### src/rtl/io_access_arbiter.sv
// io_access_arbiter: shares one memory-mapped IO port between a CPU port (0)
// and a DMA/blitter port (1). Round-robin arbitration with an optional
// ownership lock, a registered issue stage onto the IO bus, and read-response
// tracking across the IO port's fixed read latency.
module io_access_arbiter #(
  parameter int READ_LATENCY = 2,
  parameter int ADDR_W       = 32
) (
  input  logic              main_clk,
  input  logic              main_rst_n,

  input  logic              req0_valid,
  output logic              req0_ready,
  input  logic [ADDR_W-1:0] req0_addr,
  input  logic [15:0]       req0_wdata,
  input  logic              req0_write,
  input  logic              req0_byte,
  input  logic              req0_lock,
  output logic              rsp0_valid,
  output logic [15:0]       rsp0_data,

  input  logic              req1_valid,
  output logic              req1_ready,
  input  logic [ADDR_W-1:0] req1_addr,
  input  logic [15:0]       req1_wdata,
  input  logic              req1_write,
  input  logic              req1_byte,
  input  logic              req1_lock,
  output logic              rsp1_valid,
  output logic [15:0]       rsp1_data,

  output logic [ADDR_W-1:0] io_address,
  output logic [15:0]       io_data_in,
  output logic [1:0]        io_control,
  input  logic [15:0]       io_data_out
);

  // Arbitration and lock state
  logic last_grant_q;
  logic lock_held_q, lock_held_d;
  logic lock_owner_q, lock_owner_d;

  // Issue stage registers
  logic [ADDR_W-1:0] io_address_q, io_address_d;
  logic [15:0]       io_data_in_q, io_data_in_d;
  logic [1:0]        io_control_q, io_control_d;

  // Read tracking: one entry per cycle of IO read latency; the response
  // registers below form the final entry of the pipeline.
  logic [READ_LATENCY-1:0] trk_vld_q;
  logic [READ_LATENCY-1:0] trk_port_q;

  // Response registers
  logic        rsp0_valid_q, rsp1_valid_q;
  logic [15:0] rsp0_data_q, rsp1_data_q;

  // Grant / accept signals
  logic              grant0, grant1;
  logic              accept;
  logic              sel;
  logic [ADDR_W-1:0] acc_addr;
  logic [15:0]       acc_wdata;
  logic              acc_write, acc_byte, acc_lock;
  logic              oldest_vld, oldest_port;

  // Combinational arbitration: lock owner only, else single requester, else round-robin
  always_comb begin
    grant0 = 1'b0;
    grant1 = 1'b0;
    if (lock_held_q) begin
      grant0 = req0_valid && !lock_owner_q;
      grant1 = req1_valid &&  lock_owner_q;
    end else if (req0_valid && req1_valid) begin
      grant0 =  last_grant_q;
      grant1 = !last_grant_q;
    end else begin
      grant0 = req0_valid;
      grant1 = req1_valid;
    end
  end

  assign req0_ready = grant0;
  assign req1_ready = grant1;
  assign accept     = grant0 || grant1;
  assign sel        = grant1;

  assign acc_addr  = sel ? req1_addr  : req0_addr;
  assign acc_wdata = sel ? req1_wdata : req0_wdata;
  assign acc_write = sel ? req1_write : req0_write;
  assign acc_byte  = sel ? req1_byte  : req0_byte;
  assign acc_lock  = sel ? req1_lock  : req0_lock;

  // Next-state for lock ownership and the IO bus issue registers
  always_comb begin
    lock_held_d  = lock_held_q;
    lock_owner_d = lock_owner_q;
    io_address_d = '0;
    io_control_d = 2'b00;
    io_data_in_d = io_data_in_q;
    if (accept) begin
      io_address_d = acc_addr;
      io_control_d = {acc_write, acc_byte};
      io_data_in_d = acc_wdata;
      if (acc_lock) begin
        lock_held_d  = 1'b1;
        lock_owner_d = sel;
      end else if (lock_held_q && (lock_owner_q == sel)) begin
        lock_held_d  = 1'b0;
      end
    end
  end

  // Arbitration state, issue registers and lock ownership
  always_ff @(posedge main_clk or negedge main_rst_n) begin
    if (!main_rst_n) begin
      last_grant_q <= 1'b1;
      lock_held_q  <= 1'b0;
      lock_owner_q <= 1'b0;
      io_address_q <= '0;
      io_data_in_q <= '0;
      io_control_q <= 2'b00;
    end else begin
      if (accept) begin
        last_grant_q <= sel;
      end
      lock_held_q  <= lock_held_d;
      lock_owner_q <= lock_owner_d;
      io_address_q <= io_address_d;
      io_data_in_q <= io_data_in_d;
      io_control_q <= io_control_d;
    end
  end

  // Shift issued reads through the latency pipeline, tagged with their port
  always_ff @(posedge main_clk or negedge main_rst_n) begin
    if (!main_rst_n) begin
      trk_vld_q  <= '0;
      trk_port_q <= '0;
    end else begin
      trk_vld_q[0]  <= accept && !acc_write;
      trk_port_q[0] <= sel;
      for (int i = 1; i < READ_LATENCY; i++) begin
        trk_vld_q[i]  <= trk_vld_q[i-1];
        trk_port_q[i] <= trk_port_q[i-1];
      end
    end
  end

  assign oldest_vld  = trk_vld_q[READ_LATENCY-1];
  assign oldest_port = trk_port_q[READ_LATENCY-1];

  // Capture IO read data for the oldest in-flight read; data holds otherwise
  always_ff @(posedge main_clk or negedge main_rst_n) begin
    if (!main_rst_n) begin
      rsp0_valid_q <= 1'b0;
      rsp1_valid_q <= 1'b0;
      rsp0_data_q  <= '0;
      rsp1_data_q  <= '0;
    end else begin
      rsp0_valid_q <= oldest_vld && !oldest_port;
      rsp1_valid_q <= oldest_vld &&  oldest_port;
      if (oldest_vld && !oldest_port) begin
        rsp0_data_q <= io_data_out;
      end
      if (oldest_vld && oldest_port) begin
        rsp1_data_q <= io_data_out;
      end
    end
  end

  assign io_address = io_address_q;
  assign io_data_in = io_data_in_q;
  assign io_control = io_control_q;
  assign rsp0_valid = rsp0_valid_q;
  assign rsp1_valid = rsp1_valid_q;
  assign rsp0_data  = rsp0_data_q;
  assign rsp1_data  = rsp1_data_q;

endmodule

### config.mk
export PLATFORM = sky130hd
export DESIGN_NAME = io_access_arbiter
export DESIGN_NICKNAME = d
export VERILOG_FILES = /design/src/rtl/io_access_arbiter.sv
export SDC_FILE = /design/constraint.sdc
export NUM_CORES = 1
export LEC_CHECK = 0
export ABC_CLOCK_PERIOD_IN_PS = 2200
export CORE_ASPECT_RATIO = 1.2
export CORE_MARGIN = 3
export CORE_UTILIZATION = 38
export DETAILED_ROUTE_END_ITERATION = 16
export GPL_ROUTABILITY_DRIVEN = 1
export PLACE_DENSITY = 0.9
export RECOVER_POWER = 50
export SLEW_MARGIN = 20
export SYNTH_ARGS = -nofsm -noshare
export SYNTH_HDL_FRONTEND = slang
export SYNTH_SLANG_ARGS = --single-unit
### constraint.sdc
create_clock -name main_clk -period 2.2 [get_ports main_clk]
set_clock_uncertainty 0.05 [all_clocks]
set_input_delay 0.44 -clock main_clk [delete_from_list [all_inputs] [get_ports main_clk]]
set_output_delay 0.44 -clock main_clk [all_outputs]
set_load 0.01 [all_outputs]
==> impl_metrics.py, run 1 <==
metrics = {
    "worst_setup_path": {
        "critPathTopFamily": "buffers and inverters",
        "r2r-start": "lock_owner_q",
        "crit_end": "req0_ready",
        "arrival_ns": 1.65,
        "critical_path_class": "in2out",
        "crit_cells": 6,
        "startpoint_type": "input pin",
        "crit_start": "req0_valid",
        "reg2reg_to": "io_data_in[10]",
        "rrSetupSlack_ns": 0.23,
        "critical-path-max-stage-delay_ns": 0.54,
        "cp_num_buf_inv": 3,
        "crit_fanout": 4,
        "crit_path_end_kind": "output port",
        "r2r_cells": 5,
        "required_ns": 1.71,
        "critPathSlowestCell": "clkdlybuf4s50_1",
        "crit_chain": "clkdlybuf4s50_1 > nand3b_1 > nand3_2 > inv_1 > nor2_1 > dlygate4sd2_1",
    },
    "clock_tree": {
        "cts_tree": "yes",
        "cts_setup_buffers": 0,
        "cts_root_buffer": "clkbuf_8",
        "cts_buffer_depth": 2,
        "cts_sinks": 91,
        "cts_inserted_buffers": 9,
        "clk_pin_slew_ns": 0.08,
        "cts_max_level": 3,
        "clk_latency_ns": 0.35,
    },
    "timing": {
        "finalSetupTns_ns": 0,
        "hold_viol_final": 0,
        "final-setup-viol-count": 0,
        "slew_headroom_pct": 35.27,
        "tightest_slew_ns": 0.9710,
        "slew_viol_final": 0,
        "fin_crit_ns": 2.139,
        "grt_setup_unrepaired": "no",
        "finalWorstSetupSlack_ns": 0.06079,
        "min_period_over_period_pct": 97.24,
        "fmax_mhz": 467.5,
        "worst_hold_slack_ns": 0.2978,
    },
    "detailed_routing": {
        "drt_wl_total_um": 10280,
        "antenna_left": 0,
        "drt_iter0_drc": 82,
        "drc": 0,
        "vias": 3071,
        "routed_via_density": 4.867,
        "drt_pre_antenna_iters": 4,
        "wl_per_cell_um": 16.29,
    },
    "synth": {
        "synth_cells": 293,
        "synth.top_cells.by_area": "dfrtp_1, mux2_2, nand2_1",
        "synth_warnings": 0,
        "ys_seq_area_share_pct": 61.48,
        "synth_edf_count": 0,
        "synth_top_area_share_pct": 60.77,
        "async_reset_ff_share_pct": 100.0,
        "avgSynthCellArea_sq_um": 12.65,
        "synth_nets": 415,
        "yosys.area.top_type": "dfrtp_1",
        "netlist_area_sq_um": 3706,
        "ys_types": 22,
        "yosys.cell_count.top_type": "dfrtp_1",
        "synth-main-ff-cell": "dfrtp_1",
        "synth_seq_cells": 91,
        "synth_common_cells": "dfrtp_1, nand2_1, mux2_2",
    },
    "floorplanning": {
        "die_w_um": 96.15,
        "io_pins": 208,
        "rows": 38,
        "start_util_pct": 39.97,
        "dieArea_sq_um": 10980,
        "core_sq_um": 9271,
        "die_y_um": 114.2,
    },
    "power": {
        "comb_power_share_pct": 45.5,
        "internal_power_mw": 5.029,
        "clockPowerShare_pct": 17.5,
        "power_density_nw_per_um2": 1184,
        "p_leak_nw": 2.664,
        "p_switching_mw": 2.242,
        "swShare_pct": 30.84,
        "p_seq_share_pct": 36.9,
        "total_power_mw": 7.272,
        "ir_worst_vdd_uv": 667.9,
    },
    "grt": {
        "grt_use_total_pct": 18.49,
        "grt_max_degree": 53,
        "grt-ovfl-total": 0,
        "antenna_found_initial": 0,
        "grt_pass1_wl_um": 15440,
        "grt_pass1_vias": 3177,
    },
    "flow_run": {
        "cap_violations": 0,
    },
    "cells_and_area": {
        "multi_input_area_sq_um": 1320,
        "register_area_sq_um": 2278,
        "n_fill_cell": 713,
        "layout.nets": 628,
        "layout-drive-gt1-share_pct": 18.59,
        "synthToLayoutAreaGrowth_pct": 65.77,
        "diodes": 0,
    },
    "place": {
        "gp_congestion": 0.7578,
        "post-place-ws_ns": -0.1989,
        "dp_hpwl_um": 7964,
        "io_buffer_count": 207,
    },
    "run_status": {
        "status": "finished, final reports clean",
    },
    "worst_hold_path": {
        "hold_class": "reg2reg",
    },
}
==> power by group through the flow <==
stage | Sequential [mW] | Combinational [mW] | Clock, mW
floorplan | 2.99 | 1.19 | 0
global placement | 2.67 | 3.29 | 0
detailed placement | 2.72 | 3.38 | 0
CTS | 2.69 | 3.38 | 1.32
global route | 2.76 | 3.55 | 1.39
finish | 2.68 | 3.31 | 1.28
==> per-layer routing <==
layer	GRT usage (%)	part of all wire, %	vias up
met1	20.13	37	1474
met3	4.799	9.4	21
met5	0	0	-
met2	32.84	51	160
met4	8.634	2.3	0
li1	-	-	1416
==> final cells by class <==
cell class,instances,share of cell area (%)
inverters,3,0.1833
well taps,120,2.444
multi-input cells,182,21.49
clock inverters,5,1.365
flip-flops and latches,91,37.09
repair buffers,219,34.97
clock buffers,11,2.464
==> kinds of logic (layout without fill, tap and decap cells) <==
family | Yosys count | count (layout) | synth area share (%)
AOI/OAI and AO/OA | 38 | 38 | 5.571
buffers and inverters | 20 | 238 | 3.106
DFF | 91 | 91 | 61.48
muxes | 65 | 65 | 21.13
and+or+nand+nor | 79 | 79 | 8.710
==> placed cells by master (no fill, tap or decap), types with 2 or more instances in the layout <==
master,n
mux2_2,50
a21oi_1,34
clkinvlp_4,2
dfrtp_1,90
nor2_1,4
dlygate4sd3_1,5
dlygate4sd2_1,2
bufinv_16,2
clkbuf_4,2
nand2_1,68
clkbuf_8,11
clkbuf_2,3
inv_1,3
mux2_4,14
buf_4,6
nand3b_1,2
clkdlybuf4s50_1,200
nor2b_1,2
==> registers in the layout (all words and copies together), names as in the netlist <==
register,count
rsp1_valid,1
rsp0_data,16
io_address,32
trk_port_q,2
rsp0_valid,1
lock_held_q,1
io_control,2
last_grant_q,1
io_data_in,16
trk_vld_q,2
lock_owner_q,1
rsp1_data,16
==> metrics by stage <==
stage	util [%]	std cells	cell area [sq um]
floorplan	-	293	3706
global route	66.26	631	6143
CTS	66.52	631	6167
finish	66.26	631	6143
detailed placement	63.90	614	5924
global placement	63.90	614	5924
==> timing repair <==
action | in CTS | in global routing
hold buffers | 1 | 0
hold endpoints to repair | 27 | 0
setup endpoints to repair | 2 | 0
resized for setup | 2 | 0
==> how the worst min path moves through the flow <==
stage / start / to / cells past startpoint
3_5_place_dp: trk_port_q[0] / trk_port_q[1] / 0
4_1_cts: trk_port_q[0] / trk_port_q[1] / 0
5_1_grt: trk_port_q[0] / trk_port_q[1] / 0
3_3_place_gp: trk_port_q[0] / trk_port_q[1] / 0
6_report: trk_port_q[0] / trk_port_q[1] / 0
2_1_floorplan: main_rst_n / io_address[0] / 0
Power figures use the tool's default switching activity.
==> run 2: changes to the inputs <==
Settings changed: PLACE_DENSITY 0.9 to 0.8.
==> impl_metrics.py, run 2 (synthesis results as in run 1) <==
metrics = {
    "place": {
        "dp_hpwl_um": 8476,
        "io_buffer_count": 207,
        "gp_congestion": 0.8353,
        "placed_area_sq_um": 5952,
        "post-place-ws_ns": -0.2576,
        "dp.cells": 616,
    },
    "detailed_routing": {
        "drt_pre_antenna_iters": 4,
        "antenna_left": 0,
        "vias": 3058,
        "drc": 0,
        "wl_per_cell_um": 17.26,
        "routed_via_density": 4.831,
        "drt_wl_total_um": 10930,
        "drt_iter0_drc": 79,
    },
    "worst_setup_path": {
        "critical_path_class": "in2out",
        "startpoint_type": "input pin",
        "critical-path-max-stage-delay_ns": 0.51,
        "crit_chain": "clkdlybuf4s50_1 > nand3b_1 > nand3_2 > inv_2 > buf_4 > dlygate4sd2_1",
        "critPathTopFamily": "buffers and inverters",
        "cp_num_buf_inv": 4,
        "critPathSlowestCell": "clkdlybuf4s50_1",
        "crit_path_end_kind": "output port",
        "required_ns": 1.71,
        "arrival_ns": 1.66,
        "crit_fanout": 3,
    },
    "grt": {
        "grt_pass1_wl_um": 16550,
        "grt_use_total_pct": 20.17,
        "grt_pass1_vias": 3302,
        "grt_max_degree": 37,
        "antenna_found_initial": 0,
        "grt-ovfl-total": 0,
    },
    "cells_and_area": {
        "largest_reg_flops": 32,
        "synthToLayoutAreaGrowth_pct": 66.00,
        "layout-drive-gt1-share_pct": 19.10,
        "final_cell_mix": "clkdlybuf4s50_1, dfrtp_1, nand2_1, mux2_2, a21oi_1",
        "diodes": 0,
        "mostFrequentLayoutCell": "clkdlybuf4s50_1",
        "layout.nets": 630,
        "design_area_sq_um": 6152,
        "stdcell_count": 633,
        "fin_util_pct": 66.36,
    },
    "timing": {
        "slew_headroom_pct": 39.42,
        "fmax_mhz": 465.9,
        "hold_viol_final": 0,
        "finalWorstSetupSlack_ns": 0.05353,
        "min_period_over_period_pct": 97.57,
        "fin_crit_ns": 2.146,
        "grt_setup_unrepaired": "no",
        "slew_viol_final": 0,
        "worst_hold_slack_ns": 0.3051,
        "finalSetupTns_ns": 0,
        "tightest_slew_ns": 0.9087,
        "final-setup-viol-count": 0,
    },
    "floorplanning": {
        "core_sq_um": 9271,
        "start_util_pct": 39.97,
        "die_w_um": 96.15,
        "rows": 38,
        "die_y_um": 114.2,
        "dieArea_sq_um": 10980,
        "io_pins": 208,
    },
    "clock_tree": {
        "clk_latency_ns": 0.35,
        "cts_root_buffer": "clkbuf_8",
        "cts_sinks": 91,
        "cts_buffer_depth": 2,
        "cts_tree": "yes",
        "cts_max_level": 3,
        "cts_inserted_buffers": 9,
        "clk_pin_slew_ns": 0.09,
    },
    "power": {
        "total_power_mw": 7.267,
        "ir_worst_vdd_uv": 804.4,
        "power_density_nw_per_um2": 1181,
        "p_leak_nw": 2.670,
    },
    "worst_hold_path": {
        "hold_class": "reg2reg",
    },
    "run_status": {
        "status": "finished, final reports clean",
    },
    "flow_run": {
        "cap_violations": 0,
    },
}
==> run 2: changes by cell type in the layout (fill, tap and decap cells not counted), moves of 2 or more <==
cell | before | now
buf_4 | 6 | 8
clkinv_2 | 0 | 3
dlygate4sd3_1 | 5 | 1
clkdlybuf4s50_1 | 200 | 203
clkbuf_8 | 11 | 9
==> run 2: routing by layer <==
layer,track usage (%),wire (um),vias to the layer above
met2,35.05,5525,168
met4,6.167,143,0
met3,10.26,1458,13
met1,20.88,3801,1462
li1,-,-,1415
met5,0,0,-
==> run 2: final cells by class <==
class	count	area, sq um
clock buffer	9	123.9
tap	120	150.1
fill	717	3119
clock inverter	7	91.34
sequential	91	2278
inverter	3	11.26
timing repair buffer	221	2177
multi-input combinational	182	1320
==> run 2: repair_timing <==
action	in CTS	in global routing
hold endpoints to repair	32	0
hold buffers	1	0
gates resized for setup	4	0
setup buffers	0	0
endpoints found under the setup margin	2	0
==> run 2: path summary, 6_finish.rpt <==
path	from	depth (start not counted)	slack [ns]	endpoint
hold / removal	trk_vld_q[0]	0	0.31	trk_vld_q[1]
max in group asynchronous	main_rst_n	3	0.32	rsp0_data[14]
min in group asynchronous	main_rst_n	2	0.69	io_data_in[15]
setup / recovery	req0_valid	6	0.05	req1_ready
hold reg to reg	trk_vld_q[0]	0	0.31	trk_vld_q[1]
setup reg to reg	last_grant_q	6	0.26	io_data_in[13]
==> run 2: report_power, final <==
part | total (mW) | switching [mW] | internal (mW) | leakage, nW
Combinational | 3.37 | 1.37 | 2.00 | 1.46
Sequential | 2.68 | 0.317 | 2.36 | 1.11
Clock | 1.22 | 0.581 | 0.638 | 0.109
Total | 7.27 | 2.27 | 5.00 | 2.67
==> run 3: changes to the inputs <==
Settings changed: CORE_MARGIN 3 to 2.
==> impl_metrics.py, run 3 (synthesis results as in run 1) <==
metrics = {
    "run_status": {
        "status": "finished, final reports clean",
    },
    "detailed_routing": {
        "vias": 3029,
        "drt_wl_total_um": 9746,
        "drt_pre_antenna_iters": 4,
        "antenna_left": 0,
        "drc": 0,
        "wl_per_cell_um": 15.40,
        "routed_via_density": 4.785,
        "drt_iter0_drc": 81,
    },
    "grt": {
        "grt_max_degree": 53,
        "grt_use_total_pct": 18.65,
        "grt_pass1_vias": 3307,
        "antenna_found_initial": 0,
        "grt_pass1_wl_um": 15280,
        "grt-ovfl-total": 0,
    },
    "place": {
        "dp_hpwl_um": 7377,
        "dp.cells": 617,
        "io_buffer_count": 207,
        "placed_area_sq_um": 5931,
        "gp_congestion": 0.8219,
    },
    "cells_and_area": {
        "stdcell_count": 633,
        "diodes": 0,
        "fin_util_pct": 65.56,
        "final_cell_mix": "clkdlybuf4s50_1, dfrtp_1, nand2_1, mux2_2, a21oi_1",
        "n_fill_cell": 749,
        "largest_reg_flops": 32,
        "synthToLayoutAreaGrowth_pct": 68.33,
        "mostFrequentLayoutCell": "clkdlybuf4s50_1",
        "design_area_sq_um": 6238,
        "layout.nets": 628,
        "layout-drive-gt1-share_pct": 18.24,
    },
    "worst_setup_path": {
        "crit_chain": "clkdlybuf4s50_1 > nand3b_1 > nand3_2 > inv_1 > nor2_1 > clkdlybuf4s15_1",
        "r2r-start": "lock_owner_q",
        "crit_path_end_kind": "output port",
        "critical_path_class": "in2out",
        "critical-path-max-stage-delay_ns": 0.53,
        "crit_fanout": 4,
        "required_ns": 1.71,
        "reg2reg_to": "io_data_in[15]",
        "r2r_cells": 5,
        "startpoint_type": "input pin",
        "arrival_ns": 1.62,
        "critPathSlowestCell": "clkdlybuf4s50_1",
        "rrSetupSlack_ns": 0.24,
    },
    "power": {
        "p_switching_mw": 2.221,
        "power_density_nw_per_um2": 1206,
        "clockPowerShare_pct": 20.7,
        "swShare_pct": 29.52,
        "ir_worst_vdd_uv": 590.5,
        "p_leak_nw": 2.700,
        "comb_power_share_pct": 43.7,
        "internal_power_mw": 5.304,
        "p_seq_share_pct": 35.6,
    },
    "timing": {
        "fmax_mhz": 474.2,
        "min_period_over_period_pct": 95.85,
        "hold_viol_final": 0,
        "worst_hold_slack_ns": 0.2963,
        "grt_setup_unrepaired": "no",
        "final-setup-viol-count": 0,
        "slew_headroom_pct": 34.41,
        "fin_crit_ns": 2.109,
        "tightest_slew_ns": 0.9839,
        "slew_viol_final": 0,
    },
    "floorplanning": {
        "io_pins": 208,
        "rows": 39,
        "die_y_um": 112.2,
        "start_util_pct": 38.95,
        "dieArea_sq_um": 10560,
        "core_sq_um": 9515,
        "die_w_um": 94.15,
    },
    "clock_tree": {
        "cts_buffer_depth": 2,
        "cts_inserted_buffers": 9,
        "cts_sinks": 91,
        "cts_root_buffer": "clkbuf_16",
        "cts_max_level": 3,
        "clk_latency_ns": 0.32,
        "clk_pin_slew_ns": 0.06,
        "cts_tree": "yes",
    },
    "worst_hold_path": {
        "hold_class": "reg2reg",
        "holdPathEnd": "trk_port_q[1]",
        "min_delay_path_depth": 0,
        "hp-start": "trk_port_q[0]",
    },
    "flow_run": {
        "cap_violations": 0,
    },
}
==> run 3: worst max-delay path: cells and delay by family <==
| family | cells | cell delay, ns |
|---|---|---|
| AND/OR/NAND/NOR | 3 | 0.31 |
| buffers and inverters | 3 | 0.86 |
==> run 3: final cells by class <==
type	count	area, sq um	share of cell area (%)
clock buffer	12	266.5	4.272
clock inverter	3	46.29	0.7421
inverter	3	11.26	0.1805
multi-input combinational	182	1323	21.20
sequential	91	2278	36.52
tap	123	153.9	2.467
timing repair buffer	219	2160	34.62
==> run 3: worst max path at each step <==
stage | startpoint | end | slack (ns) | cells past startpoint
after CTS | req0_valid | req0_ready | 0.06 | 6
after global routing | req0_valid | req0_ready | 0.001 | 6
after global placement | req0_valid | req0_ready | -0.17 | 6
after detailed placement | req0_valid | req0_ready | -0.21 | 6
after floorplan | lock_owner_q | req0_ready | 0.34 | 6
final | req0_valid | req0_ready | 0.09 | 6
==> run 3: what timing repair did <==
action | CTS | global route
hold endpoints to repair | 14 | 0
hold buffers | 1 | 0
gates resized for setup | 2 | 1
buffers inserted | 0 | 0
endpoints found under the setup margin | 2 | 1
==> run 3: power groups by stage <==
stage,clock (mW),sequential (mW),combinational (mW)
final,1.56,2.68,3.29
after global routing,1.69,2.75,3.52
after CTS,1.61,2.69,3.36
after detailed placement,0,2.71,3.35
after global placement,0,2.67,3.28
after floorplan,0,2.99,1.19
==> run 3: per-layer routing <==
metal	up-vias	routed length [um]	track usage, %	part of all wire, %
met5	-	0	0	0
li1	1408	-	-	-
met1	1460	3713	20.10	38
met3	24	695	4.899	7.1
met2	137	5038	33.48	52
met4	0	299	8.889	3.1
==> run 3: stage by stage <==
step / setup TNS (ns) / worst slack [ns] / total power [mW]
final: 0 / 0.09130 / 7.525
after global routing: 0 / 0.0009658 / 7.971
after CTS: 0 / 0.05888 / 7.648
after detailed placement: -3.008 / -0.2126 / 6.057
after global placement: -2.364 / -0.1673 / 5.949
after floorplan: 0 / 0.3424 / 4.184
